`src/rtl/hazard_pkg.sv`:
```
// Shared types, constants and helpers for the pipeline hazard controller.
package hazard_pkg;

  localparam int unsigned REG_W  = 5;
  localparam int unsigned WAIT_W = 16;

  typedef enum logic [1:0] {
    RUN      = 2'd0,
    MEM_WAIT = 2'd1,
    ERROR    = 2'd2
  } state_e;

  localparam logic [1:0] FWD_RF  = 2'b00;
  localparam logic [1:0] FWD_WB  = 2'b01;
  localparam logic [1:0] FWD_MEM = 2'b10;

  // Register match that never fires on x0.
  function automatic logic reg_hit(input logic [REG_W-1:0] a, input logic [REG_W-1:0] b);
    return (a != '0) && (a == b);
  endfunction

  // Operand source select; the younger MEM-stage result wins over WB.
  function automatic logic [1:0] fwd_sel(input logic [REG_W-1:0] rs,
                                         input logic [REG_W-1:0] mem_rd,
                                         input logic             mem_we,
                                         input logic [REG_W-1:0] wb_rd,
                                         input logic             wb_we);
    if (mem_we && reg_hit(mem_rd, rs)) return FWD_MEM;
    if (wb_we && reg_hit(wb_rd, rs))   return FWD_WB;
    return FWD_RF;
  endfunction

endpackage

```
`src/rtl/forward_unit.sv`:
```
// EX-stage operand forwarding select generation (purely combinational).
module forward_unit
  import hazard_pkg::*;
(
  input  logic [4:0] ex_rs1,
  input  logic [4:0] ex_rs2,
  input  logic [4:0] mem_rd,
  input  logic       mem_RegWrite,
  input  logic [4:0] wb_rd,
  input  logic       wb_RegWrite,
  output logic [1:0] forward_a,
  output logic [1:0] forward_b
);

  assign forward_a = fwd_sel(ex_rs1, mem_rd, mem_RegWrite, wb_rd, wb_RegWrite);
  assign forward_b = fwd_sel(ex_rs2, mem_rd, mem_RegWrite, wb_rd, wb_RegWrite);

endmodule

```
`src/rtl/hazard_ctrl.sv`:
```
// Hazard/stall controller for the 5-stage core: pipeline enables, flushes, forwarding, memory wait FSM.
// Build option HAZARD_FWD_EN: forwarding present, only load-use stalls; otherwise any RAW match stalls.
module hazard_ctrl
  import hazard_pkg::*;
#(
  parameter int unsigned MEM_TIMEOUT = 255,
  parameter int unsigned CNT_W       = 32
) (
  input  logic             clk,
  input  logic             reset,
  input  logic [4:0]       id_rs1,
  input  logic [4:0]       id_rs2,
  input  logic             id_use_rs1,
  input  logic             id_use_rs2,
  input  logic [4:0]       ex_rs1,
  input  logic [4:0]       ex_rs2,
  input  logic [4:0]       ex_rd,
  input  logic             ex_RegWrite,
  input  logic             ex_MemRead,
  input  logic [4:0]       mem_rd,
  input  logic             mem_RegWrite,
  input  logic [4:0]       wb_rd,
  input  logic             wb_RegWrite,
  input  logic             branch_taken,
  input  logic             dmem_req,
  input  logic             dmem_ready,
  output logic             pc_en,
  output logic             ifid_en,
  output logic             idex_en,
  output logic             exmem_en,
  output logic             memwb_en,
  output logic             ifid_flush,
  output logic             idex_flush,
  output logic             memwb_flush,
  output logic [1:0]       forward_a,
  output logic [1:0]       forward_b,
  output logic             mem_err,
  output logic [CNT_W-1:0] stall_cycles
);

  state_e            state_q, state_d;
  logic [WAIT_W-1:0] wait_q, wait_d;
  logic              mem_err_q, mem_err_d;
  logic [CNT_W-1:0]  stall_q, stall_d;
  logic              freeze_c;
  logic              load_use_c;
  logic              stall_c;
  logic              unused_c;

  // True when the ID instruction reads a non-zero register equal to rd.
  function automatic logic id_reads(input logic [4:0] rd);
    return (id_use_rs1 && reg_hit(rd, id_rs1)) || (id_use_rs2 && reg_hit(rd, id_rs2));
  endfunction

  assign load_use_c = ex_MemRead && id_reads(ex_rd);

`ifdef HAZARD_FWD_EN
  forward_unit u_forward_unit (
    .ex_rs1      (ex_rs1),
    .ex_rs2      (ex_rs2),
    .mem_rd      (mem_rd),
    .mem_RegWrite(mem_RegWrite),
    .wb_rd       (wb_rd),
    .wb_RegWrite (wb_RegWrite),
    .forward_a   (forward_a),
    .forward_b   (forward_b)
  );

  assign stall_c  = load_use_c;
  assign unused_c = ex_RegWrite;
`else
  // Without forwarding every in-flight producer of an ID source must drain first.
  assign stall_c   = load_use_c
                   || (ex_RegWrite  && id_reads(ex_rd))
                   || (mem_RegWrite && id_reads(mem_rd))
                   || (wb_RegWrite  && id_reads(wb_rd));
  assign forward_a = FWD_RF;
  assign forward_b = FWD_RF;
  assign unused_c  = ^{ex_rs1, ex_rs2};
`endif

  assign freeze_c = ((state_q == RUN) && dmem_req && !dmem_ready)
                 || ((state_q == MEM_WAIT) && !dmem_ready);

  // Pin priority: error > memory freeze > branch flush > data-hazard stall > normal.
  always_comb begin
    state_d     = state_q;
    wait_d      = wait_q;
    mem_err_d   = mem_err_q;
    pc_en       = 1'b1;
    ifid_en     = 1'b1;
    idex_en     = 1'b1;
    exmem_en    = 1'b1;
    memwb_en    = 1'b1;
    ifid_flush  = 1'b0;
    idex_flush  = 1'b0;
    memwb_flush = 1'b0;

    if (state_q == ERROR) begin
      pc_en    = 1'b0;
      ifid_en  = 1'b0;
      idex_en  = 1'b0;
      exmem_en = 1'b0;
      memwb_en = 1'b0;
    end else if (freeze_c) begin
      pc_en       = 1'b0;
      ifid_en     = 1'b0;
      idex_en     = 1'b0;
      exmem_en    = 1'b0;
      memwb_flush = 1'b1;
    end else if (branch_taken) begin
      ifid_flush = 1'b1;
      idex_flush = 1'b1;
    end else if (stall_c) begin
      pc_en      = 1'b0;
      ifid_en    = 1'b0;
      idex_flush = 1'b1;
    end

    unique case (state_q)
      RUN: begin
        if (dmem_req && !dmem_ready) begin
          state_d = MEM_WAIT;
          wait_d  = '0;
        end
      end
      MEM_WAIT: begin
        if (dmem_ready) begin
          state_d = RUN;
          wait_d  = '0;
        end else if (wait_q == WAIT_W'(MEM_TIMEOUT - 1)) begin
          state_d   = ERROR;
          mem_err_d = 1'b1;
        end else begin
          wait_d = wait_q + WAIT_W'(1);
        end
      end
      ERROR:   state_d = ERROR;
      default: state_d = RUN;
    endcase

    stall_d = pc_en ? stall_q : stall_q + CNT_W'(1);
  end

  always_ff @(posedge clk or posedge reset) begin
    if (reset) begin
      state_q   <= RUN;
      wait_q    <= '0;
      mem_err_q <= 1'b0;
      stall_q   <= '0;
    end else begin
      state_q   <= state_d;
      wait_q    <= wait_d;
      mem_err_q <= mem_err_d;
      stall_q   <= stall_d;
    end
  end

  assign mem_err      = mem_err_q;
  assign stall_cycles = stall_q;

endmodule
```
`config.mk`:
```
export PLATFORM = sky130hd
export DESIGN_NAME = hazard_ctrl
export DESIGN_NICKNAME = d
export VERILOG_FILES = /design/src/rtl/hazard_pkg.sv /design/src/rtl/forward_unit.sv /design/src/rtl/hazard_ctrl.sv
export SDC_FILE = /design/constraint.sdc
export NUM_CORES = 1
export LEC_CHECK = 0
export BUFFER_PORTS_ARGS = -buffer_cell sky130_fd_sc_hd__clkbuf_2
export CAP_MARGIN = 20
export CELL_PAD_IN_SITES_DETAIL_PLACEMENT = 1
export CELL_PAD_IN_SITES_GLOBAL_PLACEMENT = 1
export CORE_MARGIN = 10
export CORE_UTILIZATION = 38
export DETAILED_ROUTE_END_ITERATION = 8
export PLACE_DENSITY_LB_ADDON = 0.1
export SYNTH_ARGS = -nofsm -noshare
export SYNTH_HDL_FRONTEND = slang
export SYNTH_SLANG_ARGS = --single-unit
```
`constraint.sdc`:
```
create_clock -name clk -period 3.3 [get_ports clk]
set_input_delay 0.66 -clock clk [delete_from_list [all_inputs] [get_ports clk]]
set_output_delay 0.66 -clock clk [all_outputs]
set_load 0.02 [all_outputs]
```
After elaboration in Yosys (flattened, before gate mapping)
Index checks and enable logic that the tools add are counted.
{"block": "op_classes", "bitwise_logic": 1, "n_eq_ne": 12, "n_mux": 24, "n_addsub": 2, "reduce_logical": 36}
{"operator": "$mux 16", "count": 3}
{"operator": "$add 32x1->32 const B", "count": 1}
{"operator": "$pmux 16 s2", "count": 1}
{"operator": "$eq 5x5->1", "count": 6}
{"operator": "$logic_and 1x1->1", "count": 20}
{"operator": "$add 16x1->16 const B", "count": 1}
{"operator": "$eq 16x8->1 const B", "count": 1}
{"operator": "$mux 1", "count": 16}
{"operator": "$reduce_bool 5->1", "count": 3}
{"operator": "$logic_or 1x1->1", "count": 7}
{"operator": "$mux 2", "count": 3}
{"operator": "$pmux 2 s3", "count": 1}
{"operator": "$reduce_and 3->1", "count": 2}
{"operator": "$ne 3x2->1 const B", "count": 1}
{"operator": "$ne 3x3->1 const B", "count": 1}
{"operator": "$eq 2x1->1 const B", "count": 1}
{"operator": "$eq 2x2->1 const B", "count": 1}
{"operator": "$logic_not 2->1", "count": 1}
{"operator": "$ne 2x1->1 const B", "count": 1}
{"operator": "$reduce_and 2->1", "count": 1}
{"operator": "$reduce_bool 2->1", "count": 1}
{"operator": "$logic_not 1->1", "count": 1}
{"operator": "$not 1->1", "count": 1}
{"block": "totals", "output_inout_bits": 45, "inputBits": 46, "regBits": 51}

Longest topological paths before layout
Gate-level depths: netlist of the first run.
{"block": "logic_depth", "ltp_word": 12, "depth_mapped": 9, "depth_no_buf": 9}

Worst setup path before layout of the first run
OpenSTA, ideal clock, no wires.
{"block": "synth_timing", "path_type": "input to output", "from": "input wb_rd[1]", "to": "output pc_en", "path_buffers": 2, "cell_stages": 7, "setup_slack_ps": 246, "t_required_ps": 2640, "t_arrival_ps": 2394, "path_cell_list": "or4_1 -> o21a_1 -> a222oi_1 -> o21ai_1 -> buf_2 -> inv_1 -> buf_4"}
{"block": "synth_between", "elab_chain_cells": 10, "elab_cells_between_ends": 14}
{"item": "start: declaration", "line_no": "hazard_ctrl.sv:22", "rtl": "input logic [4:0] wb_rd,"}
{"item": "$eq 5x5->1 or $reduce_bool 5->1 (tied branches)", "line_no": "hazard_pkg.sv:19", "rtl": "return (a != '0) && (a == b);"}
{"item": "$logic_and 1x1->1", "line_no": "hazard_pkg.sv:19"}
{"item": "$logic_and 1x1->1", "line_no": "hazard_ctrl.sv:52", "rtl": "return (id_use_rs1 && reg_hit(rd, id_rs1)) || (id_use_rs2 && reg_hit(rd, id_rs2));"}
{"item": "$logic_or 1x1->1 (*)", "line_no": "hazard_ctrl.sv:52"}
{"item": "$logic_and 1x1->1 (*)", "line_no": "hazard_ctrl.sv:76", "rtl": "|| (wb_RegWrite && id_reads(wb_rd));"}
{"item": "$logic_or 1x1->1 (*)", "line_no": "hazard_ctrl.sv:76"}
{"item": "$mux 1 (*) (4 in series)"}
{"item": "end: declaration", "line_no": "hazard_ctrl.sv:27", "rtl": "output logic pc_en,"}
Mark *: on every way between the ends. The rest lies on a longest branch, timed or not.

Final worst setup path of the first run
{"block": "layout_timing", "from": "input wb_rd[1]", "to": "output pc_en"}
{"block": "layout_between", "elab_chain_cells": 10, "elab_cells_between_ends": 14}
{"item": "$eq 5x5->1 or $reduce_bool 5->1 (tied branches)", "line_no": "hazard_pkg.sv:19"}
{"item": "$logic_and 1x1->1", "line_no": "hazard_pkg.sv:19"}
{"item": "$logic_and 1x1->1", "line_no": "hazard_ctrl.sv:52"}
{"item": "$logic_or 1x1->1 (*)", "line_no": "hazard_ctrl.sv:52"}
{"item": "$logic_and 1x1->1 (*)", "line_no": "hazard_ctrl.sv:76"}
{"item": "$logic_or 1x1->1 (*)", "line_no": "hazard_ctrl.sv:76"}
{"item": "$mux 1 (*)", "line_no": "hazard_ctrl.sv:114", "rtl": "end else if (stall_c) begin"}
{"item": "$mux 1 (*)", "line_no": "hazard_ctrl.sv:111", "rtl": "end else if (branch_taken) begin"}
{"item": "$mux 1 (*)", "line_no": "hazard_ctrl.sv:105", "rtl": "end else if (freeze_c) begin"}
{"item": "$mux 1 (*)", "line_no": "hazard_ctrl.sv:99", "rtl": "if (state_q == ERROR) begin"}
Marked as above.

==> results_dict.tcl, run 1 <==
set metrics [dict create \
    io_pins 91 \
    ctsResizeCount 0 \
    drv_cap 0 \
    synth_top_area_frac 0.437 \
    synth_edf_count 0 \
    powerDensity_mw_per_mm2 415 \
    grt_pass1_wl_mm 13.5 \
    ir_drop_v 0.000185 \
    ys_seq_elements 51 \
    start_util 0.396 \
    rrSetupSlack_ns 0.97 \
    skew_ns 0.00624 \
    wirelength_mm 7.91 \
    final_layout_size_suffix_gt1_frac 0.251 \
    finalSetupViolations 0 \
    max-slew-margin-rel 0.590 \
    path_clk_slew_ns 0.10 \
    die_x_um 108 \
    hpwlAfterDp_mm 6.34 \
    core_mm2 0.00737 \
    wire_per_inst_um 16.3 \
    r2r-end "wait_q[13]" \
    cp_data_required_time_ns 2.64 \
    tightest_slew_ns 0.609 \
    final_cell_mix "clkbuf_2, xnor2_1, dfrtp_1, nand2_1, nor2_1" \
    grt_pass1_vias 2709 \
    start_kind "input port" \
    diodes 0 \
    critPathMaxFanout 3 \
    avgSynthCellArea_um2 9.66 \
    synth.area.top_cells "dfrtp_1, xnor2_1, xor2_1" \
    drc 0 \
    cp-end-kind "primary output" \
    path_cells "clkbuf_2 > or4_1 > o21a_1 > a222oi_1 > buf_4 > o21ai_1 > inv_1 > clkbuf_2" \
    rsz0062_at_grt "no" \
    yosysWarnings 0 \
    p_leak_nw 1.57 \
    clock_sinks 51 \
    drt_iter0_drc 58 \
    portBuffers 76 \
    min_period_ns 2.99 \
    h-tree-depth 2 \
    syn_to_final_growth_pct 21.5 \
    rows 31 \
    hold_class "in2async" \
    globalRoute.totalOverflow 0 \
    antenna_left 0 \
    gp_congestion 0.769 \
    synth_ff_type "dfrtp_1" \
    hold_viol 0 \
    drt-pass1-iter-count 4 \
    cts_tree "yes" \
    clock.fmax_mhz 334 \
    antenna_found_initial 0 \
    status "complete, no violations" \
    die_h_um 108 \
    layout_commonest_cell "clkbuf_2" \
    synthesis.area_mm2 0.00292 \
    clock_path_buffers 2 \
    die_area_mm2 0.0116 \
    cts_hold_buffers 0 \
    cts_buffers 5 \
    clk_latency_ns 0.30 \
    syn_inst 302 \
    rr_startpoint "wait_q[0]" \
    finalMaxSlewViolations 0 \
    yosysUniqueCellTypes 40 \
    vias 2447 \
    fin_nets 435 \
    placed_cells 478 \
    r2r_cells 9 \
    timing.final.crit_share 0.907 \
    synth-async-reset-ratio 1.00 \
    postCtsSetupRepairBufs 0 \
    final.setup.tns_ns 0 \
    cpMaxStageDelayCell "or4_1" \
    cpMostUsedCell "clkbuf_2" \
    yosysSeqAreaShare 0.437 \
    final_cell_count_no_fill 486 \
    worstSetupPathType "in2out" \
    cp.arrival_ns 2.33 \
    slowest_delay_ns 0.53 \
    synth_top_cell_by_area "dfrtp_1" \
    worst_hold_slack_ns 0.255 \
    grtUsageTotal 0.141 \
    grt_max_degree 42 \
    cts_root_buf "clkbuf_8" \
    vias_per_cell 5.03 \
]
cells in the mapped netlist (2+ instances only):
cell / instances
buf_4: 6
o21a_1: 3
and2_1: 4
o2111ai_1: 4
nor4_1: 4
inv_1: 12
o22ai_1: 3
or4_1: 3
nor2_1: 27
a21oi_1: 3
nor3_1: 3
nand3_1: 12
or3_1: 3
nand2b_1: 4
ha_1: 3
nand4_1: 14
and3_1: 4
and4_1: 5
o21ai_1: 3
o211ai_1: 6
xor2_1: 14
clkbuf_1: 2
o21ai_0: 3
or2_2: 2
dfrtp_1: 51
nand2_1: 30
xnor2_1: 61
flip-flops by register name, summed over array words and instances (netlist names):
signal	count
mem_err	1
stall_cycles	32
state_q	2
wait_q	16
area by class of cell:
cell class	instances	area [um2]
Clock buffer	7	96.3
Clock inverter	1	7.51
Timing Repair Buffer	83	445
Multi-Input combinational cell	233	1550
Inverter	12	45.0
Fill cell	886	3820
Tap cell	99	124
Sequential cell	51	1280
worst max path at each step:
stage | startpoint | end | slack [ns]
global route | wb_rd[1] | pc_en | 0.21
CTS | wb_rd[1] | pc_en | 0.29
global placement | wb_rd[1] | pc_en | 0.32
finish | wb_rd[1] | pc_en | 0.31
floorplan | wb_rd[1] | pc_en | 0.25
detailed placement | wb_rd[1] | pc_en | 0.30
per-layer routing:
layer | GRT usage | wire [um]
met1 | 0.164 | 3410
met2 | 0.248 | 3980
met3 | 0.0479 | 471
met4 | 0.0258 | 40
met5 | 0 | 0
cells by family (layout without fill, tap and decap cells):
family | after synthesis | after routing | synth area share
fa+ha+maj | 3 | 3 | 0.0129
simple gates | 120 | 120 | 0.212
buf+inv | 21 | 103 | 0.0352
compound gates | 30 | 30 | 0.0720
mux | 1 | 1 | 0.00386
other cells | 1 | 4 | 0.00129
flops | 51 | 51 | 0.437
xor+xnor | 75 | 75 | 0.225
where the power goes:
part / switching, mW / total (mW) / internal (mW)
clock network: 0.219 / 0.411 / 0.191
logic: 0.194 / 0.327 / 0.133
registers: 0.0656 / 0.734 / 0.669
total: 0.479 / 1.47 / 0.993
per-stage QoR:
| step | area, um2 | setup WS, ns | total power [mW] | utilization |
|---|---|---|---|---|
| floorplan | 2930 | 0.246 | 0.939 | - |
| global placement | 3420 | 0.323 | 1.06 | 0.464 |
| detailed placement | 3440 | 0.297 | 1.08 | 0.467 |
| CTS | 3540 | 0.294 | 1.49 | 0.481 |
| global route | 3540 | 0.207 | 1.56 | 0.481 |
| finish | 3540 | 0.307 | 1.47 | 0.481 |
worst max-delay path, delay by kind of cell:
| kind | cells | cell delay, ns |
|---|---|---|
| buf+inv | 4 | 0.56 |
| compound gates | 3 | 0.58 |
| simple gates | 1 | 0.53 |
No activity file was read; power rests on OpenSTA's default activity.
==> run 2, diff against run 1 <==
- CORE_UTILIZATION: 38 -> 35
- clock period: 3.3 -> 2.62 ns (I/O delays scaled with it)
==> results_dict.tcl, run 2 (synthesized netlist as in run 1, its figures left out) <==
set metrics [dict create \
    tightest_slew_ns 0.504 \
    globalRoute.totalOverflow 0 \
    final_layout_size_suffix_gt1_frac 0.297 \
    timing.final.crit_share 1.01 \
    final_cell_mix "clkbuf_2, xnor2_1, dfrtp_1, nand2_1, nor2_1" \
    drt-pass1-iter-count 4 \
    finalSetupViolations 2 \
    die_x_um 111 \
    start_util 0.357 \
    ir_drop_v 0.000238 \
    path_clk_slew_ns 0.10 \
    h-tree-depth 2 \
    drt_iter0_drc 55 \
    cpLargestDelayFamily "compound AO/OA/AOI/OAI gates" \
    drc 0 \
    grt_max_degree 52 \
    die_area_mm2 0.0124 \
    io_pins 91 \
    clk_latency_ns 0.31 \
    antenna_found_initial 0 \
    utilization 0.461 \
    fin_nets 455 \
    antenna_left 0 \
    wire_per_inst_um 15.7 \
    vias 2542 \
    diodes 0 \
    clock.fmax_mhz 378 \
    slowest_delay_ns 0.52 \
    detailedPlace.worstSlack_ns -0.110 \
    fin_ws_ns -0.0246 \
    cts_tree "yes" \
    powerDensity_mw_per_mm2 521 \
    p_leak_nw 1.69 \
    grt_pass1_wl_mm 13.8 \
    clock_path_buffers 2 \
    critPathMaxFanout 3 \
    rows 33 \
    cpMaxStageDelayCell "or4_4" \
    clock_sinks 51 \
    dpl_cell_area_mm2 0.00359 \
    path_buf_inv 4 \
    gp_congestion 0.788 \
    vias_per_cell 4.96 \
    cp.arrival_ns 2.12 \
    skew_ns 0.0103 \
    cts_buffers 5 \
    status "finished, violations left" \
    syn_to_final_growth_pct 29.2 \
    fillerInstances 959 \
    rsz0062_at_grt "yes" \
    layout_commonest_cell "clkbuf_2" \
    grtUsageTotal 0.130 \
    path_cells "buf_6 > or4_4 > o21a_1 > a222oi_1 > buf_4 > o21ai_4 > inv_4 > clkbuf_8" \
    hold_class "in2async" \
    hold_viol 0 \
    worstSetupPathType "in2out" \
    final_cell_count_no_fill 512 \
    worst_hold_slack_ns 0.221 \
    cts_root_buf "clkbuf_8" \
    wirelength_mm 8.05 \
    grt_pass1_vias 2829 \
    cp_data_required_time_ns 2.10 \
    finalMaxSlewViolations 0 \
    cp-end-kind "primary output" \
    violations "negative setup slack" \
    final-seq-area_mm2 0.00128 \
    hpwlAfterDp_mm 6.44 \
    placed_cells 502 \
    min_period_ns 2.64 \
    max-slew-margin-rel 0.661 \
    cts_hold_buffers 0 \
    multiInputGateArea_mm2 0.00157 \
    finalInstanceArea_mm2 0.00377 \
    start_kind "input port" \
    portBuffers 76 \
    core_mm2 0.00818 \
    largest_register_ffs 32 \
    die_h_um 111 \
    drv_cap 0 \
]
## run 2: metrics by stage
step	power, mW	TNS, ns
after global routing	2.07	-0.195
after floorplan	1.18	-0.0631
final	1.96	-0.0490
after CTS	1.99	-0.000907
after global placement	1.37	-0.252
after detailed placement	1.38	-0.224
## run 2: worst reg2reg max path: cells and delay by family, from the launching register on
family,cells,cell delay [ns]
and+or+nand+nor,5,1.30
DFF,1,0.45
AOI/OAI and AO/OA,1,0.29
xor gates and xnor gates,1,0.14
## run 2: area by class of cell
type | count | share of cell area
multi-input combinational | 233 | 0.416
sequential | 51 | 0.338
timing repair buffer | 103 | 0.166
tap | 105 | 0.0348
clock buffer | 6 | 0.0219
inverter | 12 | 0.0126
clock inverter | 2 | 0.0103
## run 2: final timing paths
kind	start	slack, ns	depth (start not counted)	endpoint
max	wb_rd[1]	-0.02	8	ifid_en
min	reset	0.22	3	wait_q[6]
max reg2reg	stall_cycles[5]	0.37	7	stall_cycles[29]
min reg2reg	stall_cycles[31]	0.47	1	stall_cycles[31]
max in group asynchronous	reset	2.15	3	stall_cycles[21]
min in group clk	stall_cycles[31]	0.47	1	stall_cycles[31]
## run 2: timing repair
action	in CTS	in global routing
endpoints found under the setup margin	3	3
pin swaps	1	1
resized for setup	7	5
buffers inserted	2	0
## run 2: layer usage
| metal | vias to the layer above | GRT usage | wire (um) |
|---|---|---|---|
| li1 | 1244 | - | - |
| met5 | - | 0 | 0 |
| met2 | 52 | 0.229 | 4020 |
| met3 | 8 | 0.0433 | 504 |
| met4 | 0 | 0.0334 | 91 |
| met1 | 1238 | 0.148 | 3440 |
## run 2: power breakdown
part / internal, mW / switching [mW]
clock: 0.315 / 0.278
sequential: 0.842 / 0.0790
combinational: 0.196 / 0.254
